[src/rtl/bcd_pkg.sv]
// Shared types and constants for the sequential binary-to-BCD converter.
package bcd_pkg;

    typedef enum logic {
        IDLE  = 1'b0,
        SHIFT = 1'b1
    } bcd_state_t;

    localparam logic [3:0] BCD_ADJ_THRESH = 4'd5;
    localparam logic [3:0] BCD_ADJ_ADD    = 4'd3;

    // Decimal digits needed to hold 2**width-1; 0.30103 approximates log10(2).
    function automatic int bcd_digits_for(input int width);
        longint scaled;
        scaled = longint'(width) * 64'sd30103 + 64'sd99999;
        return int'(scaled / 64'sd100000);
    endfunction

endpackage

[src/rtl/bcd_add3_digit.sv]
// Double-dabble digit correction: a digit of 5 or more gets +3 before the shift.
module bcd_add3_digit
    import bcd_pkg::*;
(
    input  logic [3:0] digit_i,
    output logic [3:0] digit_o
);

    always_comb begin
        digit_o = digit_i;
        if (digit_i >= BCD_ADJ_THRESH) begin
            digit_o = digit_i + BCD_ADJ_ADD;
        end
    end

endmodule

[src/rtl/bin_to_bcd_seq.sv]
// Sequential binary-to-BCD converter, one input bit per clock, with start/ready/valid
// handshake and a sticky overflow for results wider than DIGITS decimal digits.
module bin_to_bcd_seq
    import bcd_pkg::*;
#(
    parameter int WIDTH  = 8,
    parameter int DIGITS = 3
) (
    input  logic                  clk,
    input  logic                  rst,
    input  logic                  start,
    input  logic [WIDTH-1:0]      bin_in,
    output logic                  ready,
    output logic                  valid,
    output logic [4*DIGITS-1:0]   bcd_out,
    output logic                  overflow
);

    localparam int CW = $clog2(WIDTH + 1);

    bcd_state_t             state_q;
    logic [CW-1:0]          cnt_q;
    logic [WIDTH-1:0]       bin_q;
    logic [4*DIGITS-1:0]    acc_q;
    logic                   sticky_q;
    logic                   ready_q;
    logic                   valid_q;
    logic [4*DIGITS-1:0]    bcd_out_q;
    logic                   overflow_q;

    logic [4*DIGITS-1:0]    acc_adj;
    logic [4*DIGITS-1:0]    acc_d;
    logic [WIDTH-1:0]       bin_d;
    logic                   sticky_d;
    logic                   last_step;

    for (genvar g = 0; g < DIGITS; g++) begin : g_adj
        bcd_add3_digit u_adj (
            .digit_i (acc_q[4*g +: 4]),
            .digit_o (acc_adj[4*g +: 4])
        );
    end

    // A bit leaving the top digit is a carry of 10**DIGITS; dropping it keeps the result modulo.
    always_comb begin
        acc_d     = {acc_adj[4*DIGITS-2:0], bin_q[WIDTH-1]};
        bin_d     = bin_q << 1;
        sticky_d  = sticky_q | acc_adj[4*DIGITS-1];
        last_step = (cnt_q == CW'(1));
    end

    always_ff @(posedge clk) begin
        if (rst) begin
            state_q    <= IDLE;
            cnt_q      <= '0;
            bin_q      <= '0;
            acc_q      <= '0;
            sticky_q   <= 1'b0;
            ready_q    <= 1'b1;
            valid_q    <= 1'b0;
            bcd_out_q  <= '0;
            overflow_q <= 1'b0;
        end else begin
            valid_q <= 1'b0;
            case (state_q)
                IDLE: begin
                    if (start) begin
                        bin_q    <= bin_in;
                        acc_q    <= '0;
                        sticky_q <= 1'b0;
                        cnt_q    <= CW'(WIDTH);
                        ready_q  <= 1'b0;
                        state_q  <= SHIFT;
                    end
                end
                SHIFT: begin
                    acc_q    <= acc_d;
                    bin_q    <= bin_d;
                    sticky_q <= sticky_d;
                    cnt_q    <= cnt_q - CW'(1);
                    if (last_step) begin
                        bcd_out_q  <= acc_d;
                        overflow_q <= sticky_d;
                        valid_q    <= 1'b1;
                        ready_q    <= 1'b1;
                        state_q    <= IDLE;
                    end
                end
                default: begin
                    state_q <= IDLE;
                    ready_q <= 1'b1;
                end
            endcase
        end
    end

    assign ready    = ready_q;
    assign valid    = valid_q;
    assign bcd_out  = bcd_out_q;
    assign overflow = overflow_q;

endmodule
[config.mk]
export PLATFORM = sky130hd
export DESIGN_NAME = bin_to_bcd_seq
export DESIGN_NICKNAME = d
export VERILOG_FILES = /design/src/rtl/bcd_pkg.sv /design/src/rtl/bcd_add3_digit.sv /design/src/rtl/bin_to_bcd_seq.sv
export SDC_FILE = /design/constraint.sdc
export NUM_CORES = 1
export LEC_CHECK = 0
export ABC_CLOCK_PERIOD_IN_PS = 3700
export BUFFER_PORTS_ARGS = -buffer_cell sky130_fd_sc_hd__buf_2
export CORE_MARGIN = 10
export CORE_UTILIZATION = 35
export CTS_BUF_LIST = sky130_fd_sc_hd__clkbuf_4
export CTS_CLUSTER_DIAMETER = 50
export DETAILED_ROUTE_END_ITERATION = 10
export GPL_TIMING_DRIVEN = 0
export PLACE_DENSITY = 0.56
export SYNTH_ARGS = -nofsm -noshare
export SYNTH_HDL_FRONTEND = slang
export SYNTH_SLANG_ARGS = --single-unit
[constraint.sdc]
create_clock -name clk -period 3.7 [get_ports clk]
set_clock_uncertainty 0.05 [all_clocks]
set_input_delay 0.185 -clock clk [delete_from_list [all_inputs] [get_ports clk]]
set_output_delay 0.185 -clock clk [all_outputs]
set_load 0.01 [all_outputs]
==> key figures, run 1 <==
Route
  • WL final: roughly 4000 um
  • DR pass1 iterations: 4
  • DRT iter0 DRCs: 41
  • Post-DRT Antenna Nets: 0
  • Vias: 1454
  • DR vias/cell: 4.74
  • # DRC: 0
  • WL per Instance: 13.0 um

Timing
  • Worst-margin pin slew: 0.550 ns
  • Final Cycle Share: 0.421
  • Slew headroom: 0.632
  • Final hold vios: 0
  • Finish-stage setup viols: 0
  • Max Fclk: 643 MHz
  • Fin crit period: 1.56 ns
  • Final Max Tran Viols: 0
  • RSZ-0062 raised after global routing: false
  • Setup TNS: 0 ns

Synth
  • Main synth FF type: dfxtp_1
  • Post-synth top area cell: dfxtp_1
  • Ys async rst share: 0
  • Flop and latch count out of synthesis: 41
  • Cell Area, Synth: 0.00183 mm^2
  • Seq/Total Area, Yosys: 0.448
  • Syn Inst Count: 205
  • Synth top cells by count: dfxtp_1 (41), nor2_1 (23), a21oi_1 (17)
  • Distinct cells, synth: 33
  • Syn avg cell area: between 8 and 9 um^2
  • Most frequent cell after synthesis: dfxtp_1
  • Top cells by area, synth: dfxtp_1 (45%), ha_1 (5.5%), mux2i_1 (5.5%)
  • Post-synth EDFFs: 0
  • Count of yosys warnings during synthesis: 0
  • Post-Synthesis Net Count: 224
  • Yosys top cell area share: 0.448

Critical path
  • Worst setup SP type: flop
  • Crit path capture type: flop
  • Kind of critical path: flop to flop
  • WP data arrival: 1.79 ns
  • Crit path max fanout: 6
  • Worst path required time: 3.94 ns

Global routing
  • Initial antenna violation count: 0
  • First-pass GRT wire length: between 6000 and 7000 um
  • GRT overflow: 0
  • All-layer global routing usage: 0.0993
  • Largest net degree at the start of global routing: 13
  • Vias in the first global route: around 1500

Clocking
  • Setup bufs post-CTS: 0
  • CTS clk-pin slew, worst paths: about 0.12 ns
  • H-tree depth: 2
  • Worst skew pair latency: 0.34 ns
  • Clock sinks: 41
  • Root buf cell: clkbuf_4
  • Num CTS Buffers: 5
  • # hold bufs at CTS: 0
  • CTS tree: done
  • Maximum buffer depth of the clock tree: 2
  • Cts repair resizes: 0

Placement
  • Detailed Place HPWL: 2900 um
  • Port bufs: 24
  • GPL Wtd Cong: around 0.80

Die
  • Initial Util: 0.361
  • Row count: 26
  • Die Y: 92.3 um
  • Die ar.: 0.00852 mm^2
  • Top Ports: 26
  • Chip width: 92.3 um
  • Core Area: just over 0.005 mm^2

Finish
  • Diode count: 0
  • Area delta synth->final: 14.1%
  • Layout cells sized above 1: 0.207
  • Nets: around 260
  • Fill cell count: 530
  • Core Util, Final: 0.411

Hold path
  • Hold crit path type: primary input to flop

Run status
  • Status: complete, no violations

Power and ir drop
  • Pwr dens: 360 mW/mm^2
  • Peak supply drop: 0.000212 V
  • Pleak: 0.868 nW

Flow run
  • Max-cap violations: 0
metal layers:
layer	up-vias	global-route usage	wire length, um
li1	768	-	-
met1	658	0.115	1930
met2	23	0.166	1810
met3	5	0.0371	194
met4	0	0.0308	52
met5	-	0	0
stage by stage:
step	setup slack (ns)	hold WS, ns	power [mW]	cells	cell area (um^2)
final	2.14	0.0871	0.751	307	2090
after CTS	2.13	0.0820	0.767	307	2090
after global placement	2.17	0.383	0.547	299	2040
after floorplan	2.28	0.330	0.524	205	1830
after global routing	1.95	0.122	0.795	307	2090
after detailed placement	2.16	0.387	0.547	299	2040
path summary, 6_finish.rpt:
check | from | endpoint | slack (ns) | cells past startpoint
worst max-delay path | acc_q[8] | acc_q[10] | 2.14 | 6
worst min-delay path | bin_in[0] | bin_q[0] | 0.09 | 3
worst max register to register | acc_q[8] | acc_q[10] | 2.14 | 6
worst min register to register | bcd_out[4] | bcd_out[4] | 0.40 | 2
power breakdown:
group          switching (mW)  internal (mW)
sequential            0.00716          0.453
combinational          0.0461         0.0302
clock                   0.145         0.0689
flip-flops by register name (all words and copies together), names as in the netlist:
signal    cells
valid         1
acc_q        12
sticky_q      1
cnt_q         4
ready         1
bin_q         8
overflow      1
state_q       1
bcd_out      12
worst max-delay path, cell delays in order, from the launching register on:
cell      delay, ns
dfxtp_1        0.47
inv_1          0.07
ha_1           0.23
nand2b_1       0.09
a21o_1         0.17
mux2_4         0.31
o21ai_1        0.10
area by class of cell:
| type | instances | area (um^2) | share of cell area |
|---|---|---|---|
| Timing Repair Buffer | 24 | 120 | 0.0575 |
| Clock inverter | 3 | 12.5 | 0.00599 |
| Inverter | 12 | 47.5 | 0.0228 |
| Multi-Input combinational cell | 142 | 903 | 0.433 |
| Clock buffer | 5 | 37.5 | 0.0180 |
| Buffer | 10 | 58.8 | 0.0282 |
| Tap cell | 70 | 87.6 | 0.0419 |
| Sequential cell | 41 | 821 | 0.393 |
cells by family after synthesis:
family / Yosys count / share of synthesized area
AOI/OAI and AO/OA: 53 / 0.173
xor gates and xnor gates: 4 / 0.0191
adders and majority gates: 8 / 0.0547
buffers and inverters: 22 / 0.0581
DFF: 41 / 0.448
muxes: 12 / 0.0711
and+or+nand+nor: 65 / 0.176
placed cells by master (no fill, tap or decap), drive strengths merged:
cell    instances
dfxtp          41
buf            34
nor2           25
o21ai          23
a21oi          17
nand2          12
inv            12
mux2i          10
nand3           8
ha              8
nor3            7
nand2b          6
clkbuf          5
nor3b           4
a22o            4
xnor2           4
a21o            3
clkinv          3
mux2            2
a32o            2
and4bb          1
a211oi          1
and3            1
o31a            1
o32ai           1
nand3b          1
a31oi           1
(Power assumes the default switching activity.)
==> run 2: changes to the inputs <==
--- a/config.mk
+++ b/config.mk
@@ -5,7 +5,8 @@
 export SDC_FILE = /design/constraint.sdc
 export NUM_CORES = 1
 export LEC_CHECK = 0
-export ABC_CLOCK_PERIOD_IN_PS = 3700
+export ABC_AREA = 1
+export ABC_CLOCK_PERIOD_IN_PS = 1300
 export BUFFER_PORTS_ARGS = -buffer_cell sky130_fd_sc_hd__buf_2
 export CORE_MARGIN = 10
 export CORE_UTILIZATION = 35
@@ -13,7 +14,7 @@
 export CTS_CLUSTER_DIAMETER = 50
 export DETAILED_ROUTE_END_ITERATION = 10
 export GPL_TIMING_DRIVEN = 0
-export PLACE_DENSITY = 0.56
+export PLACE_DENSITY = 0.58
 export SYNTH_ARGS = -nofsm -noshare
 export SYNTH_HDL_FRONTEND = slang
 export SYNTH_SLANG_ARGS = --single-unit
==> constraint.sdc (replaced) <==
create_clock -name clk -period 1.3 [get_ports clk]
set_clock_uncertainty 0.05 [all_clocks]
set_input_delay 0.065 -clock clk [delete_from_list [all_inputs] [get_ports clk]]
set_output_delay 0.065 -clock clk [all_outputs]
set_load 0.01 [all_outputs]
==> run 2 against run 1 <==
  * Cell area rose by 21%
  * Critical path depth is 1 higher
  * Critical endpoint is now acc_q[4]
  * Clock power grew to 3.2 times the previous value
  * Power increased to 3.0 times the previous value
  * Sequential share of layout area down 6.2 points
  * Combinational power grew to 3.4 times the previous value
  * First-iteration DRC count grew 61%
  * Non-clock buffer count increased by 22
==> key figures, run 2 <==
Die
  • Row count: 26 (unchanged)
  • Die Y: 93.6 um (+1.4%)
  • Initial Util: 0.366 (+0.00553)
  • Core Area: 0.00517 mm^2 (+1.9%)
  • Die ar.: 0.00876 mm^2 (+2.7%)
  • Chip width: 93.6 um (+1.4%)
  • Top Ports: 26 (unchanged)

Global routing
  • Largest net degree at the start of global routing: 12 (-1)
  • First-pass GRT wire length: 7780 um (+12%)
  • Vias in the first global route: 1712 (+18%)
  • Initial antenna violation count: 0 (unchanged)
  • All-layer global routing usage: 0.107 (+0.00771)
  • GRT overflow: 0 (unchanged)

Clocking
  • Maximum buffer depth of the clock tree: 2 (unchanged)
  • Clock sinks: 41 (unchanged)
  • CTS clk-pin slew, worst paths: 0.12 ns (about the same)
  • Root buf cell: clkbuf_4
  • CTS tree: done
  • H-tree depth: 2 (unchanged)
  • Worst skew pair latency: 0.34 ns (about the same)
  • Num CTS Buffers: 5 (unchanged)

Critical path
  • Worst R2R Start: acc_q[0]
  • Family with the most delay on the worst path: flip-flops
  • Worst path required time: 1.53 ns (-2.41 ns)
  • Reg-to-Reg End: acc_q[4]
  • Crit path max fanout: 6 (unchanged)
  • Kind of critical path: flop to flop
  • Crit path capture type: flop
  • R2r worst-path depth: 7 (+1)
  • Critical path depth in cells: 7 (+1)
  • Worst path slowest cell: dfxtp_4
  • Worst setup SP type: flop
  • Worst setup startpoint: acc_q[0]
  • Worst R2R Setup Slack: 0.03 ns (-2.12 ns)
  • WP data arrival: 1.50 ns (-0.29 ns)
  • Critical Path End: acc_q[4]
  • Slowest cell delay on critical path: 0.40 ns (-0.07 ns)
  • Crit path buf inv count: 1 (unchanged)
  • CP cell instances: inv_2 > ha_2 > nand2_2 > nand2_4 > o21ai_2 > nand2_1 > a21oi_2

Finish
  • Area delta synth->final: 33.8%
  • Diode count: 0 (unchanged)
  • Core Util, Final: 0.490 (+0.0786)
  • Commonest non-fill, non-tap cells in the layout: nand2_1 (82), dfxtp_1 (33), buf_2 (27)
  • Most common cell after layout, fill and taps aside: nand2_1
  • Multi-input gate area: 0.00104 mm^2 (+15%)
  • Fill cell count: 541 (+2.1%)
  • Layout cells sized above 1: 0.344 (+0.137)
  • Nets: 335 (+31%)
  • FF/Latch Area: 838 um^2 (+2.1%)

Placement
  • GPL Wtd Cong: 0.809 (+1.6%)
  • Detailed Place HPWL: 3000 um (+3.5%)
  • Port bufs: 24 (unchanged)

Synth
  • Cell Area, Synth: 0.00189 mm^2 (+3.5%)
  • Seq/Total Area, Yosys: 0.433 (-0.0151)
  • Post-Synthesis Net Count: 281 (+25%)
  • Syn Inst Count: 262 (+28%)
  • Post-synth top area cell: dfxtp_1
  • Yosys top cell area share: 0.433 (-0.0151)
  • Syn avg cell area: 7.23 um^2 (-19%)
  • Flop and latch count out of synthesis: 41 (unchanged)
  • Most frequent cell after synthesis: nand2_1
  • Main synth FF type: dfxtp_1
  • Post-synth EDFFs: 0 (unchanged)
  • Distinct cells, synth: 25 (-24%)
  • Ys async rst share: 0 (unchanged)
  • Count of yosys warnings during synthesis: 0 (unchanged)
  • Top cells by area, synth: dfxtp_1 (43%), nand2_1 (19%), nand3_1 (7.1%)
  • Synth top cells by count: nand2_1 (95), dfxtp_1 (41), inv_1 (28)

Run status
  • Status: complete, no violations

Timing
  • Finish-stage setup viols: 0 (unchanged)
  • Final hold vios: 0 (unchanged)
  • Worst-margin pin slew: 0.322 ns (-0.228 ns)
  • Min Hold Slack: 0.402 ns (+0.315 ns)
  • Max Fclk: 785 MHz (+22%)
  • Fin crit period: 1.27 ns (-0.282 ns)
  • Final Cycle Share: 0.980 (+0.559)
  • Final Max Tran Viols: 0 (unchanged)
  • Slew headroom: 0.785 (+0.153)
  • Setup TNS: 0 ns (unchanged)
  • RSZ-0062 raised after global routing: true

Route
  • DRT iter0 DRCs: 66 (+61%)
  • DR vias/cell: 4.76 (+0.50%)
  • WL per Instance: 12.1 um (-6.9%)
  • DR pass1 iterations: 5 (+1)
  • # DRC: 0 (unchanged)
  • WL final: 4690 um (+17%)
  • Post-DRT Antenna Nets: 0 (unchanged)
  • Vias: 1842 (+27%)

Hold path
  • Hold crit path type: flop to flop

Power and ir drop
  • Pleak: 1.26 nW (+45%)
  • Peak supply drop: 0.000399 V (+88%)
  • Pwr dens: 890 mW/mm^2 (+150%)

Flow run
  • Max-cap violations: 0 (unchanged)
[run 2: worst min-delay path by stage]
stage,start,endpoint,slack [ns],cells after the start
global placement,bin_in[0],bin_q[0],0.28,3
finish,bcd_out[7],bcd_out[7],0.40,2
CTS,bcd_out[3],bcd_out[3],0.41,2
global route,bcd_out[9],bcd_out[9],0.42,2
detailed placement,bin_in[0],bin_q[0],0.28,3
floorplan,bin_in[0],bin_q[0],0.16,2
[run 2: worst min-delay path, cell delays in order (launching register included)]
cell,delay (ns)
dfxtp_1,0.32
nand2_1,0.06
nand2_1,0.04
[run 2: per-layer routing]
| metal | routed length (um) | global-route usage | up-vias |
|---|---|---|---|
| met3 | 275 | 0.0328 | 10 |
| met5 | 0 | 0 | - |
| met4 | 58 | 0.0329 | 0 |
| met2 | 2220 | 0.174 | 46 |
| li1 | - | - | 953 |
| met1 | 2130 | 0.132 | 833 |
[run 2: metrics by stage]
stage / power, mW / std cells / area [um^2] / setup slack (ns)
CTS: 2.29 / 380 / 2340 / 0.00696
global placement: 1.55 / 356 / 2100 / -0.242
global route: 2.38 / 387 / 2530 / -0.0434
finish: 2.26 / 387 / 2530 / 0.0263
floorplan: 1.49 / 262 / 1890 / 0.0270
detailed placement: 1.56 / 356 / 2100 / -0.216
[run 2: power by group]
part           internal, mW  switching (mW)  leakage (nW)
clock network         0.279           0.406        0.0368
logic                 0.115           0.147         0.889
registers              1.29          0.0234         0.338
[run 2: timing repair]
action / in CTS / in global routing
endpoints found under the setup margin: 27 / 27
endpoints found under the hold margin: 12 / 0
hold buffers: 10 / 0
cloned: 1 / 1
pin swaps: 2 / 14
resized for setup: 19 / 50
buffers inserted: 5 / 6
[run 2: kinds of logic after synthesis]
kind of cell             share of synthesized area
AND/OR/NAND/NOR                              0.318
buffers and inverters                       0.0951
flip-flops                                   0.433
adder cells (fa/ha/maj)                     0.0528
AO/OA/AOI/OAI                                0.101
[run 2: cell type report]
cell class,instances,share of cell area
multi-input cells,182,0.410
flip-flops and latches,41,0.331
repair buffers,47,0.127
inverters,30,0.0474
well taps,70,0.0346
plain buffers,9,0.0271
clock buffers,8,0.0237
==> run 3: changes to the inputs <==
--- a/config.mk
+++ b/config.mk
@@ -5,8 +5,6 @@
 export SDC_FILE = /design/constraint.sdc
 export NUM_CORES = 1
 export LEC_CHECK = 0
-export ABC_AREA = 1
-export ABC_CLOCK_PERIOD_IN_PS = 1300
 export BUFFER_PORTS_ARGS = -buffer_cell sky130_fd_sc_hd__buf_2
 export CORE_MARGIN = 10
 export CORE_UTILIZATION = 35
@@ -15,6 +13,7 @@
 export DETAILED_ROUTE_END_ITERATION = 10
 export GPL_TIMING_DRIVEN = 0
 export PLACE_DENSITY = 0.58
+export SLEW_MARGIN = 20
 export SYNTH_ARGS = -nofsm -noshare
 export SYNTH_HDL_FRONTEND = slang
 export SYNTH_SLANG_ARGS = --single-unit
==> run 3 against run 2 <==
  * The flow now finishes with violations (negative setup slack)
  * Clock-buffer cell count fell by 2
  * Die area fell by 2.7%
  * Sequential cell count did not move
  * Final cell count fell by 18%
  * Clock power fell by 5.7%
==> key figures, run 3 (same netlist as run 1, synthesis figures left out) <==
Run status
  • Status: finished with violations
  • Failing checks: negative setup slack

Route
  • DRT iter0 DRCs: 105 (+59%)
  • Post-DRT Antenna Nets: 0 (unchanged)
  • Vias: 1551 (-16%)
  • WL per Instance: 13.7 um (+13%)
  • DR pass1 iterations: 4 (-1)
  • WL final: 4360 um (-7.0%)
  • DR vias/cell: 4.86 (+2.2%)
  • # DRC: 0 (unchanged)

Finish
  • Diode count: 0 (unchanged)
  • Nets: 267 (-20%)
  • Area delta synth->final: 31.4%
  • Final instance area: 0.00241 mm^2 (-5.1%)
  • Commonest non-fill, non-tap cells in the layout: dfxtp_1 (33), buf_2 (29), nor2_1 (23)
  • Most common cell after layout, fill and taps aside: dfxtp_1
  • Layout cells sized above 1: 0.386 (+0.0417)
  • Core Util, Final: 0.474 (-0.0160)

Die
  • Core Area: 0.00507 mm^2 (-1.9%)
  • Top Ports: 26 (unchanged)
  • Row count: 26 (unchanged)
  • Initial Util: 0.361 (-0.00553)
  • Die ar.: 0.00852 mm^2 (-2.7%)
  • Chip width: 92.3 um (-1.3%)
  • Die Y: 92.3 um (-1.3%)

Critical path
  • Worst R2R Start: acc_q[9]
  • Reg-to-Reg End: acc_q[10]
  • Crit path max fanout: 3 (-3)
  • WP data arrival: 1.66 ns (+0.16 ns)
  • Worst path slowest cell: dfxtp_2
  • Crit path capture type: flop
  • Kind of critical path: flop to flop
  • CP cell instances: inv_4 > ha_4 > nand2b_4 > a21o_1 > mux2_4 > o21ai_1
  • Worst R2R Setup Slack: -0.12 ns (-0.15 ns)
  • Worst path required time: 1.54 ns (about the same)
  • R2r worst-path depth: 6 (-1)
  • Crit path buf inv count: 1 (unchanged)
  • Worst setup SP type: flop
  • Family with the most delay on the worst path: flip-flops
  • Slowest cell delay on critical path: 0.37 ns (-0.03 ns)

Flow run
  • Max-cap violations: 0 (unchanged)

Global routing
  • First-pass GRT wire length: 7260 um (-6.7%)
  • Vias in the first global route: 1527 (-11%)
  • Initial antenna violation count: 0 (unchanged)
  • GR Layer Usage met2: 0.172 (-0.00225)
  • Met1 Track Usage GR: 0.127 (-0.00474)
  • Largest net degree at the start of global routing: 13 (+1)
  • GR peak layer: met2
  • GR Layer Usage met3: 0.0363 (+0.00355)
  • All-layer global routing usage: 0.105 (-0.00247)
  • GRT overflow: 0 (unchanged)

Clocking
  • CTS tree: done
  • Num CTS Buffers: 5 (unchanged)
  • Root buf cell: clkbuf_4
  • Maximum buffer depth of the clock tree: 2 (unchanged)
  • H-tree depth: 2 (unchanged)
  • Worst skew pair latency: 0.34 ns (about the same)
  • CTS clk-pin slew, worst paths: 0.12 ns (about the same)
  • Clock sinks: 41 (unchanged)

Placement
  • Placed instance area: 0.00212 mm^2 (+0.65%)
  • Dpl ws: -0.141 ns (+0.0745 ns)
  • GPL Wtd Cong: 0.807 (-0.20%)
  • Port bufs: 24 (unchanged)
  • Detailed Place HPWL: 2900 um (-3.2%)

Timing
  • Max Fclk: 702 MHz (-11%)
  • Setup TNS: -1.07 ns (-1.07 ns)
  • Worst-margin pin slew: 0.606 ns (+0.285 ns)
  • Slew headroom: 0.594 (-0.191)
  • Fin worst setup slack: -0.124 ns (-0.150 ns)
  • Final hold vios: 0 (unchanged)
  • Final Max Tran Viols: 0 (unchanged)
  • Fin crit period: 1.42 ns (+0.150 ns)
  • Final Cycle Share: 1.10 (+0.115)
  • RSZ-0062 raised after global routing: true
  • Finish-stage setup viols: 18 (+18)

Power and ir drop
  • Clock power frac: 0.291 (-0.013)
  • Pwr dens: 924 mW/mm^2 (+3.8%)
  • Seq pwr share: 0.588 (+0.008)
  • P_int: 1.63 mW (-2.9%)
  • Peak supply drop: 0.000635 V (+59%)
  • Switch Pwr: 0.590 mW (+2.4%)
  • Pleak: 0.980 nW (-22%)
  • Total power: 2.22 mW (-1.5%)
  • Switch share: 0.266 (+0.0102)
  • Combinational power share: 0.121 (+0.005)

Hold path
  • Hold crit path type: primary input to flop
  • Hold Path Cell Cnt: 5 (+3)
  • Worst Hold Launch: bin_in[7]
  • Hold Path Sink: bin_q[7]
-- run 3: metrics by stage --
| step | std cells | hold slack, ns |
|---|---|---|
| after floorplan | 205 | 0.210 |
| after global placement | 299 | 0.316 |
| after detailed placement | 299 | 0.327 |
| after CTS | 319 | 0.0134 |
| after global routing | 319 | 0.0241 |
| final | 319 | 0.0230 |
-- run 3: worst max-delay path by stage --
stage / slack, ns / startpoint / endpoint / depth (start not counted)
6_report: -0.12 / acc_q[9] / acc_q[10] / 6
5_1_grt: -0.17 / acc_q[5] / acc_q[5] / 6
4_1_cts: -0.11 / acc_q[5] / acc_q[6] / 6
3_3_place_gp: -0.13 / acc_q[0] / bcd_out[2] / 6
3_5_place_dp: -0.14 / acc_q[9] / acc_q[10] / 6
2_1_floorplan: -0.05 / acc_q[8] / acc_q[10] / 6
-- run 3: power by group through the flow --
stage	clock, mW	combinational, mW	sequential [mW]
global route	0.735	0.297	1.31
finish	0.646	0.269	1.31
floorplan	0	0.160	1.34
global placement	0	0.222	1.34
CTS	0.685	0.258	1.31
detailed placement	0	0.222	1.34
-- run 3: area by class of cell --
type	instances	area [um^2]
Sequential cell	41	841
Buffer	10	80.1
Clock inverter	2	10.0
Multi-Input combinational cell	142	1060
Fill cell	510	2670
Tap cell	70	87.6
Clock buffer	6	45.0
Inverter	12	60.1
Timing Repair Buffer	36	226
-- run 3: tightest hold or removal path, stage by stage --
cell and delay [ns]:
buf_2 0.07, mux2i_1 0.06, nor2_1 0.08, a21oi_1 0.04, nor2_1 0.07
-- run 3: repair_timing --
action	4_1_cts	5_1_grt
endpoints found under the setup margin	24	32
hold buffers	1	0
pin swaps	13	3
cloned	2	0
setup buffers	9	0
resized for setup	18	18
endpoints found under the hold margin	1	0
-- run 3: metal layers --
metal / share of wire / vias up
met5: 0 / -
met4: 0.0053 / 0
met3: 0.043 / 2
met2: 0.48 / 24
met1: 0.47 / 733
li1: - / 792
